===== src/rtl/fb_pkg.sv =====
// -----------------------------------------------------------------------------
// fb_pkg
// Shared definitions for the frame-buffer loader. These cover the frame
// geometry, the default frame size in 32-bit words, the bus widths, and the
// loader FSM state encoding.
// -----------------------------------------------------------------------------
package fb_pkg;

   localparam int unsigned FB_WIDTH        = 800;
   localparam int unsigned FB_HEIGHT       = 600;
   localparam int unsigned PIXEL_W         = 8;    // RGB332
   localparam int unsigned WORD_W          = 32;
   localparam int unsigned ADDR_W          = 20;
   localparam int unsigned PIXELS_PER_WORD = WORD_W / PIXEL_W;

   // 800*600/4 = 120000 words per frame
   localparam int unsigned FRAME_WORDS_DEFAULT = (FB_WIDTH * FB_HEIGHT) / PIXELS_PER_WORD;

   // Encoding matches the legacy 3-bit state values
   typedef enum logic [2:0] {
      ST_IDLE    = 3'd0,
      ST_COLLECT = 3'd1,
      ST_REQ     = 3'd2,
      ST_SETUP   = 3'd3,
      ST_PULSE   = 3'd4,
      ST_HOLD    = 3'd5,
      ST_DONE    = 3'd6
   } fb_state_t;

   // A frame load is in progress in every state except IDLE and DONE
   function automatic logic state_is_busy(input fb_state_t s);
      return !((s == ST_IDLE) || (s == ST_DONE));
   endfunction

   // The bus is held by the loader from REQ through HOLD
   function automatic logic state_owns_bus(input fb_state_t s);
      return (s == ST_REQ) || (s == ST_SETUP) || (s == ST_PULSE) || (s == ST_HOLD);
   endfunction

   // SRAM is selected and driven during the three write-cycle states
   function automatic logic state_drives_sram(input fb_state_t s);
      return (s == ST_SETUP) || (s == ST_PULSE) || (s == ST_HOLD);
   endfunction

endpackage


===== src/rtl/fb_loader.sv =====
// -----------------------------------------------------------------------------
// fb_loader
// Packs RGB332 pixel bytes from the UART receiver into 32-bit words. Each word
// is written to base SRAM through the bus arbiter with a three-cycle
// SETUP / PULSE / HOLD write strobe. One frame of FRAME_WORDS words is written
// per start pulse, starting at BASE_ADDR.
//
// Ports
//   clk_10M          in   1  clock, rising edge
//   reset_of_clk10M  in   1  asynchronous reset, active-high
//   start            in   1  pulse: begin loading one frame (ignored while busy)
//   in_data          in   8  pixel byte
//   in_valid         in   1  in_data valid
//   in_ready         out  1  byte accepted when in_valid & in_ready
//   ram_req          out  1  bus request to arbiter
//   ram_gnt          in   1  bus grant (sampled only while requesting)
//   ram_addr         out 20  SRAM word address
//   ram_wdata        out 32  SRAM write data (byte k of the word in [8k+7:8k])
//   ram_data_oe      out  1  tristate enable for ram_wdata
//   ram_ce_n         out  1  chip enable, active-low
//   ram_oe_n         out  1  read enable, active-low (never asserted)
//   ram_we_n         out  1  write enable, active-low
//   ram_be_n         out  4  byte enables, active-low (all bytes)
//   busy             out  1  frame load in progress
//   done             out  1  frame complete, held until next start
//   overrun          out  1  sticky: byte offered while not ready during a load
//   words_written    out 20  words committed in the current frame
// -----------------------------------------------------------------------------
module fb_loader
   import fb_pkg::*;
#(
   parameter int unsigned FRAME_WORDS = FRAME_WORDS_DEFAULT,
   parameter logic [19:0] BASE_ADDR   = 20'h00000
) (
   input  logic        clk_10M,
   input  logic        reset_of_clk10M,
   input  logic        start,
   input  logic [7:0]  in_data,
   input  logic        in_valid,
   output logic        in_ready,
   output logic        ram_req,
   input  logic        ram_gnt,
   output logic [19:0] ram_addr,
   output logic [31:0] ram_wdata,
   output logic        ram_data_oe,
   output logic        ram_ce_n,
   output logic        ram_oe_n,
   output logic        ram_we_n,
   output logic [3:0]  ram_be_n,
   output logic        busy,
   output logic        done,
   output logic        overrun,
   output logic [19:0] words_written
);

   localparam logic [19:0] LAST_COUNT = 20'(FRAME_WORDS);

   fb_state_t   state;
   fb_state_t   state_nxt;
   logic [1:0]  lane;
   logic        accept;
   logic        start_ok;
   logic [19:0] words_inc;
   logic        last_word;

   // Writes are whole-word and read strobe is never used
   assign ram_oe_n = 1'b1;
   assign ram_be_n = 4'b0000;

   // in_ready is registered and high exactly in COLLECT, so it doubles as the
   // "state is COLLECT" qualifier for byte acceptance
   assign accept    = in_valid & in_ready;
   assign start_ok  = start & ~state_is_busy(state);
   assign words_inc = words_written + 20'd1;
   assign last_word = (words_inc == LAST_COUNT);

   always_comb begin
      state_nxt = state;
      unique case (state)
         ST_IDLE,
         ST_DONE:    if (start)                     state_nxt = ST_COLLECT;
         ST_COLLECT: if (accept && (lane == 2'd3))  state_nxt = ST_REQ;
         ST_REQ:     if (ram_gnt)                   state_nxt = ST_SETUP;
         ST_SETUP:                                  state_nxt = ST_PULSE;
         ST_PULSE:                                  state_nxt = ST_HOLD;
         ST_HOLD:    state_nxt = last_word ? ST_DONE : ST_COLLECT;
         default:                                   state_nxt = ST_IDLE;
      endcase
   end

   // Every output is a flop loaded from a decode of the next state. Each
   // output therefore changes on the same edge as the state, with no
   // combinational path from the state register to the pins.
   always_ff @(posedge clk_10M or posedge reset_of_clk10M) begin
      if (reset_of_clk10M) begin
         state         <= ST_IDLE;
         lane          <= '0;
         in_ready      <= 1'b0;
         ram_req       <= 1'b0;
         ram_ce_n      <= 1'b1;
         ram_we_n      <= 1'b1;
         ram_data_oe   <= 1'b0;
         ram_addr      <= BASE_ADDR;
         ram_wdata     <= '0;
         busy          <= 1'b0;
         done          <= 1'b0;
         overrun       <= 1'b0;
         words_written <= '0;
      end else begin
         state       <= state_nxt;
         in_ready    <= (state_nxt == ST_COLLECT);
         ram_req     <= state_owns_bus(state_nxt);
         ram_ce_n    <= ~state_drives_sram(state_nxt);
         ram_data_oe <= state_drives_sram(state_nxt);
         ram_we_n    <= ~(state_nxt == ST_PULSE);
         busy        <= state_is_busy(state_nxt);

         if (start_ok) begin
            words_written <= '0;
            lane          <= '0;
            overrun       <= 1'b0;
            done          <= 1'b0;
         end

         if (accept) begin
            ram_wdata[{lane, 3'b000} +: 8] <= in_data;
            lane                           <= lane + 2'd1;
         end

         // Address is latched as the write cycle opens and held through HOLD
         if ((state == ST_REQ) && ram_gnt)
            ram_addr <= BASE_ADDR + words_written;

         if (state == ST_HOLD) begin
            words_written <= words_inc;
            if (last_word)
               done <= 1'b1;
         end

         if (state_is_busy(state) && in_valid && !in_ready)
            overrun <= 1'b1;
      end
   end

endmodule

===== config.mk =====
export PLATFORM = sky130hd
export DESIGN_NAME = fb_loader
export DESIGN_NICKNAME = d
export VERILOG_FILES = /design/src/rtl/fb_pkg.sv /design/src/rtl/fb_loader.sv
export SDC_FILE = /design/constraint.sdc
export NUM_CORES = 1
export LEC_CHECK = 0
export CAP_MARGIN = 20
export CORE_MARGIN = 3
export CORE_UTILIZATION = 50
export DETAILED_ROUTE_END_ITERATION = 7
export GPL_TIMING_DRIVEN = 0
export PLACE_DENSITY = 0.81
export SLEW_MARGIN = 25
export SYNTH_ARGS = -nofsm -noshare
export SYNTH_HDL_FRONTEND = slang
export SYNTH_SLANG_ARGS = --single-unit

===== constraint.sdc =====
create_clock -name clk_10M -period 4 [get_ports clk_10M]
set_input_delay 1 -clock clk_10M [delete_from_list [all_inputs] [get_ports clk_10M]]
set_output_delay 1 -clock clk_10M [all_outputs]
set_load 0.01 [all_outputs]

### Word level (Yosys, flattened, before mapping)

Index checks and enable logic that the tools add are counted.
W data, S select, Z words.

| storage, ports and cells | value |
|---|---|
| register bits | 85 |
| output and inout bits | 85 |
| bits of input ports | 13 |
| word-level logic and storage cells | 71 |

| operators by class | value |
|---|---|
| add/subtract/negate cells | 3 |
| shift operators | 2 |
| bitwise gates (word level) | 4 |
| reduce and logical (&&, ||, !) cells | 20 |
| equal/unequal tests | 14 |
| mux-type cells | 15 |

Operator list:

| operator | count |
|---|---|
| $mux W20 | 2 |
| $bwmux W32 | 1 |
| $shift A8 B7 Y32 const A | 1 |
| $shiftx A8 B7 Y32 | 1 |
| $add A20 B1 Y20 const B | 1 |
| $eq A20 B17 Y1 const B | 1 |
| $eq A3 B3 Y1 const B | 6 |
| $pmux W3 S6 | 1 |
| $eq A3 B2 Y1 const B | 4 |
| $mux W3 | 4 |
| $logic_or A1 B1 Y1 | 7 |
| $neg A5 Y7 | 1 |
| $eq A3 B1 Y1 const B | 2 |
| $logic_not A3 Y1 | 2 |
| $reduce_bool A2 Y1 | 3 |
| $mux W1 | 5 |
| $logic_and A1 B1 Y1 | 4 |
| $mux W2 | 2 |
| $logic_not A1 Y1 | 3 |
| $add A2 B1 Y2 const B | 1 |
| $and A1 B1 Y1 | 2 |
| $eq A2 B2 Y1 const B | 1 |
| $not A1 Y1 | 2 |
| $reduce_or A2 Y1 | 1 |

### Depth between registers and ports, before layout

| depth | value |
|---|---|
| word-level depth | 8 |
| gate-level depth with buffers | 9 |

### Worst setup path after synthesis

OpenSTA, ideal clock, no wires.

| timing | value |
|---|---|
| kind | reg-to-reg |
| from | register words_written[0] |
| to | register busy |
| library setup time | 0.129 ns |
| stages on the path, launching flop included | 10 |
| data arrival time | 2.291 ns |
| setup slack | 1.580 ns |
| period minus slack after synthesis | 2.420 ns |
| data required time | 3.871 ns |
| path buffers | 2 |
| cell sequence | dfrtp_1 ha_1 buf_2 nand4_1 or4_1 buf_2 o21a_1 nor3_4 o2111a_2 o21ai_1 |

| between the ends | value |
|---|---|
| longest elaborated chain between the ends | 7 |

RTL lines:

| element | line | text |
|---|---|---|
| start, declared | fb_loader.sv:53 | `output logic [19:0] words_written` |
| start signal, assigned | fb_loader.sv:135 | `words_written <= words_inc;` |
| $add A20 B1 Y20 * | fb_loader.sv:74 | `assign words_inc = words_written + 20'd1;` |
| $eq A20 B17 Y1 * | fb_loader.sv:75 | `assign last_word = (words_inc == LAST_COUNT);` |
| $mux W3 * | fb_loader.sv:86 | `ST_HOLD: state_nxt = last_word ? ST_DONE : ST_COLLECT;` |
| $pmux W3 S6 * | fb_loader.sv:79 | `unique case (state)` |
| $eq A3 B3 Y1 / $logic_not A3 Y1 (equally long branches) | fb_pkg.sv:32 | `return !((s == ST_IDLE) \|\| (s == ST_DONE));` |
| $logic_or A1 B1 Y1 * | fb_pkg.sv:32 |  |
| $logic_not A1 Y1 * | fb_pkg.sv:32 |  |
| end signal, assigned | fb_loader.sv:116 | `busy <= state_is_busy(state_nxt);` |
| end, declared | fb_loader.sv:50 | `output logic busy,` |

Every way passes the cells marked *; elsewhere a longest branch is shown, timed or not.
A chain may end at the register's enable or synchronous reset.

### Worst setup path after layout

| timing | value |
|---|---|
| from | input in_valid |
| to | register ram_wdata[4] |

| between the ends | value |
|---|---|
| longest elaborated chain between the ends | 1 |

RTL lines:

| element | line | text |
|---|---|---|
| start, declared | fb_loader.sv:39 | `input logic in_valid,` |
| $and A1 B1 Y1 | fb_loader.sv:72 | `assign accept = in_valid & in_ready;` |
| end signal, assigned by index | fb_loader.sv:126 | `ram_wdata[{lane, 3'b000} +: 8] <= in_data;` |
| end, declared | fb_loader.sv:44 | `output logic [31:0] ram_wdata,` |

Every way passes these cells.

==> results.sh <==
export IMPL_path_buf_inv=2
export IMPL_syn_area_sq_um=4048
export IMPL_synth_top_area_share_pct=51.31
export IMPL_avgSynthCellArea_sq_um=10.82
export IMPL_setup_viol=0
export IMPL_r2r_end="busy$_DFF_PP0_"
export IMPL_ff_latch_area_sq_um=2130
export IMPL_drive_gt1_share_pct=13.84
export IMPL_r2r_start="words_written[1]$_DFFE_PP0P_"
export IMPL_num_nets_final=500
export IMPL_finClkSkew_ps=9.912
export IMPL_grt_pass1_wl_mm=16.20
export IMPL_drv_cap=0
export IMPL_whs_ps=509.4
export IMPL_track_usage_pct=22.61
export IMPL_async_flop_share_pct=100.0
export IMPL_hp_class="reg -> reg"
export IMPL_slowest_delay_ps=870
export IMPL_yosysTopAreaCell="dfrtp_1"
export IMPL_tightest_slew_ps=914.3
export IMPL_cts_buffers=9
export IMPL_diodes=0
export IMPL_critPathRequiredTime_ps=4280
export IMPL_post_cts_buffers=0
export IMPL_cp_start_kind="primary input"
export IMPL_cts_resized=0
export IMPL_cts_path_max_buffers=2
export IMPL_reg2reg_slack_ps=1280
export IMPL_clock_sinks=85
export IMPL_rsz0062_at_grt="false"
export IMPL_area_delta_synth_final_pct=32.89
export IMPL_final_cell_mix="clkdlybuf4s50_1, dfrtp_1, a22o_1"
export IMPL_multiInputGateArea_sq_um=1748
export IMPL_use_met2_pct=35.78
export IMPL_synth_edff_count=0
export IMPL_drcViolationCount=0
export IMPL_ant_nets=0
export IMPL_die_w_microns=95.98
export IMPL_wl_mm=9.866
export IMPL_r2r_cells=8
export IMPL_yosysWarnings=0
export IMPL_drtPass1Iterations=5
export IMPL_cts_root_buf="clkbuf_8"
export IMPL_critPathArrivalTime_ps=3230
export IMPL_wire_per_inst_microns=16.84
export IMPL_io_buffer_count=91
export IMPL_finalCritPeriodShare_pct=73.82
export IMPL_crit_chain="clkdlybuf4s50_1 > and2_1 > clkbuf_1 > nand2_1 > nor4b_2 > a22o_1"
export IMPL_ys_ff_latch=85
export IMPL_clk_latency_ps=340
export IMPL_min_period_ps=2953
export IMPL_path_depth=6
export IMPL_post_dp_hpwl_mm=7.133
export IMPL_routabilityCongestion=0.8908
export IMPL_dieHeight_microns=95.98
export IMPL_p_leak_nw=2.359
export IMPL_synth_flop_cell="dfrtp_1"
export IMPL_grtUsageMet3_pct=4.457
export IMPL_core_area_sq_um=7807
export IMPL_h_tree_depth=3
export IMPL_drt_iter0_markers=162
export IMPL_slew_viol_final=0
export IMPL_vdd_drop_max_v=0.0004693
export IMPL_utilization_pct=68.89
export IMPL_fill_cells=592
export IMPL_vias_per_cell=5.834
export IMPL_final_common_cell="clkdlybuf4s50_1"
export IMPL_power_density_nw_per_um2=568.3
export IMPL_grt_pass1_vias=3264
export IMPL_end_kind="flop"
export IMPL_hold_viol_final=0
export IMPL_grt_overflow=0
export IMPL_grt_busiest_layer="met2"
export IMPL_crit_path_end="ram_wdata[4]$_DFFE_PP0P_"
export IMPL_crit_family="simple AND/OR/NAND/NOR gates"
export IMPL_slowest_stage="nor4b_2"
export IMPL_synthTopCellsByArea="dfrtp_1, a22o_1, mux2_2, o21ai_0, nand2_1"
export IMPL_antenna_found_initial=0
export IMPL_start_util_pct=51.84
export IMPL_max_freq_ghz=0.3387
export IMPL_cts_tree="built"
export IMPL_yosysUniqueCellTypes=50
export IMPL_clk_pin_slew_worst_paths_ps=80
export IMPL_slew_headroom_pct=38.89
export IMPL_crit_type="in -> reg"
export IMPL_cp_max_fo=9
export IMPL_status="finished, final reports clean"
export IMPL_synth_cells=374
export IMPL_synth_seq_area_share_pct=52.61
export IMPL_rows=32
export IMPL_cts_hold_fix_buffers=0
export IMPL_met1_usage_pct=31.27
export IMPL_critPathLaunch="in_valid"
export IMPL_die_area_sq_um=9211
export IMPL_io_pins=98
export IMPL_grt_start_max_net_pins=50
export IMPL_num_vias=3419
kinds of logic after synthesis:
group | after synthesis | share of synthesized area, %
AO/OA/AOI/OAI | 108 | 18.42
flip-flops | 85 | 52.61
adder cells (fa/ha/maj) | 7 | 2.164
buffers and inverters | 43 | 4.946
AND/OR/NAND/NOR | 101 | 14.37
other | 2 | 0.1855
multiplexers | 20 | 5.564
XOR/XNOR | 8 | 1.731
area by class of cell:
class	instances	share of cell area, %
flip-flops and latches	85	39.59
multi-input cells	249	32.50
repair buffers	92	17.45
clock buffers	12	3.070
plain buffers	32	2.954
well taps	102	2.373
clock inverters	3	1.256
inverters	11	0.8141
report_power, final:
group	switching [mW]	internal [mW]	total, mW	leakage [nW]
clock	0.291	0.400	0.691	0.115
combinational	0.537	0.581	1.12	1.09
sequential	0.170	1.08	1.25	1.15
synth_stat cells, types with 3 or more instances:
cell type  count
nor4_1        11
o21a_1         3
inv_1         11
mux2_2        20
o21ai_0       31
o31ai_1        3
a31oi_1        4
ha_1           7
or3_1          3
nor3_1         6
clkbuf_1      14
a21oi_1       13
a211oi_1       3
o21ai_1        5
dfrtp_1       83
a22o_1        32
buf_4          7
and3_1         6
xnor2_1        4
xor2_1         4
buf_2          9
nand3_1       13
and2_1         3
nor2_1        13
nand4_1        7
nand2_1       26
sequential cells by signal, summed over array words and instances, names as in the netlist:
signal / cells
ram_we_n: 1
done: 1
in_ready: 1
ram_data_oe: 1
busy: 1
overrun: 1
ram_addr: 20
ram_ce_n: 1
ram_req: 1
ram_wdata: 32
state: 3
words_written: 20
lane: 2
worst min-delay path by stage:
stage	start	endpoint	slack, ps	cells after the start
finish	ram_addr[19]$_DFFE_PP0P_	ram_addr[19]$_DFFE_PP0P_	510	1
global route	ram_addr[15]$_DFFE_PP0P_	ram_addr[15]$_DFFE_PP0P_	530	1
CTS	ram_wdata[3]$_DFFE_PP0P_	ram_wdata[3]$_DFFE_PP0P_	520	1
detailed placement	ram_wdata[12]$_DFFE_PP0P_	ram_wdata[12]$_DFFE_PP0P_	490	1
global placement	ram_wdata[5]$_DFFE_PP0P_	ram_wdata[5]$_DFFE_PP0P_	490	1
floorplan	lane[1]$_DFFE_PP0P_	lane[1]$_DFFE_PP0P_	520	2
routing by layer:
layer  up-vias  wire (microns)
li1       1584               -
met4         0             140
met1      1678            4297
met3        16             679
met2       141            4749
met5         -               0
metrics by stage:
| stage | TNS, ps | instance area, sq um | worst slack, ps | instances | total power [mW] |
|---|---|---|---|---|---|
| after floorplan | 0 | 4059 | 809.8 | 377 | 1.781 |
| after global placement | -31060 | 5097 | -378.2 | 570 | 2.321 |
| after detailed placement | 0 | 5146 | 682.9 | 571 | 2.370 |
| after CTS | 0 | 5379 | 1029 | 586 | 3.075 |
| after global routing | 0 | 5379 | 908.6 | 586 | 3.235 |
| final | 0 | 5379 | 1047 | 586 | 3.057 |
Note: power is estimated with default switching activity, not from simulation.
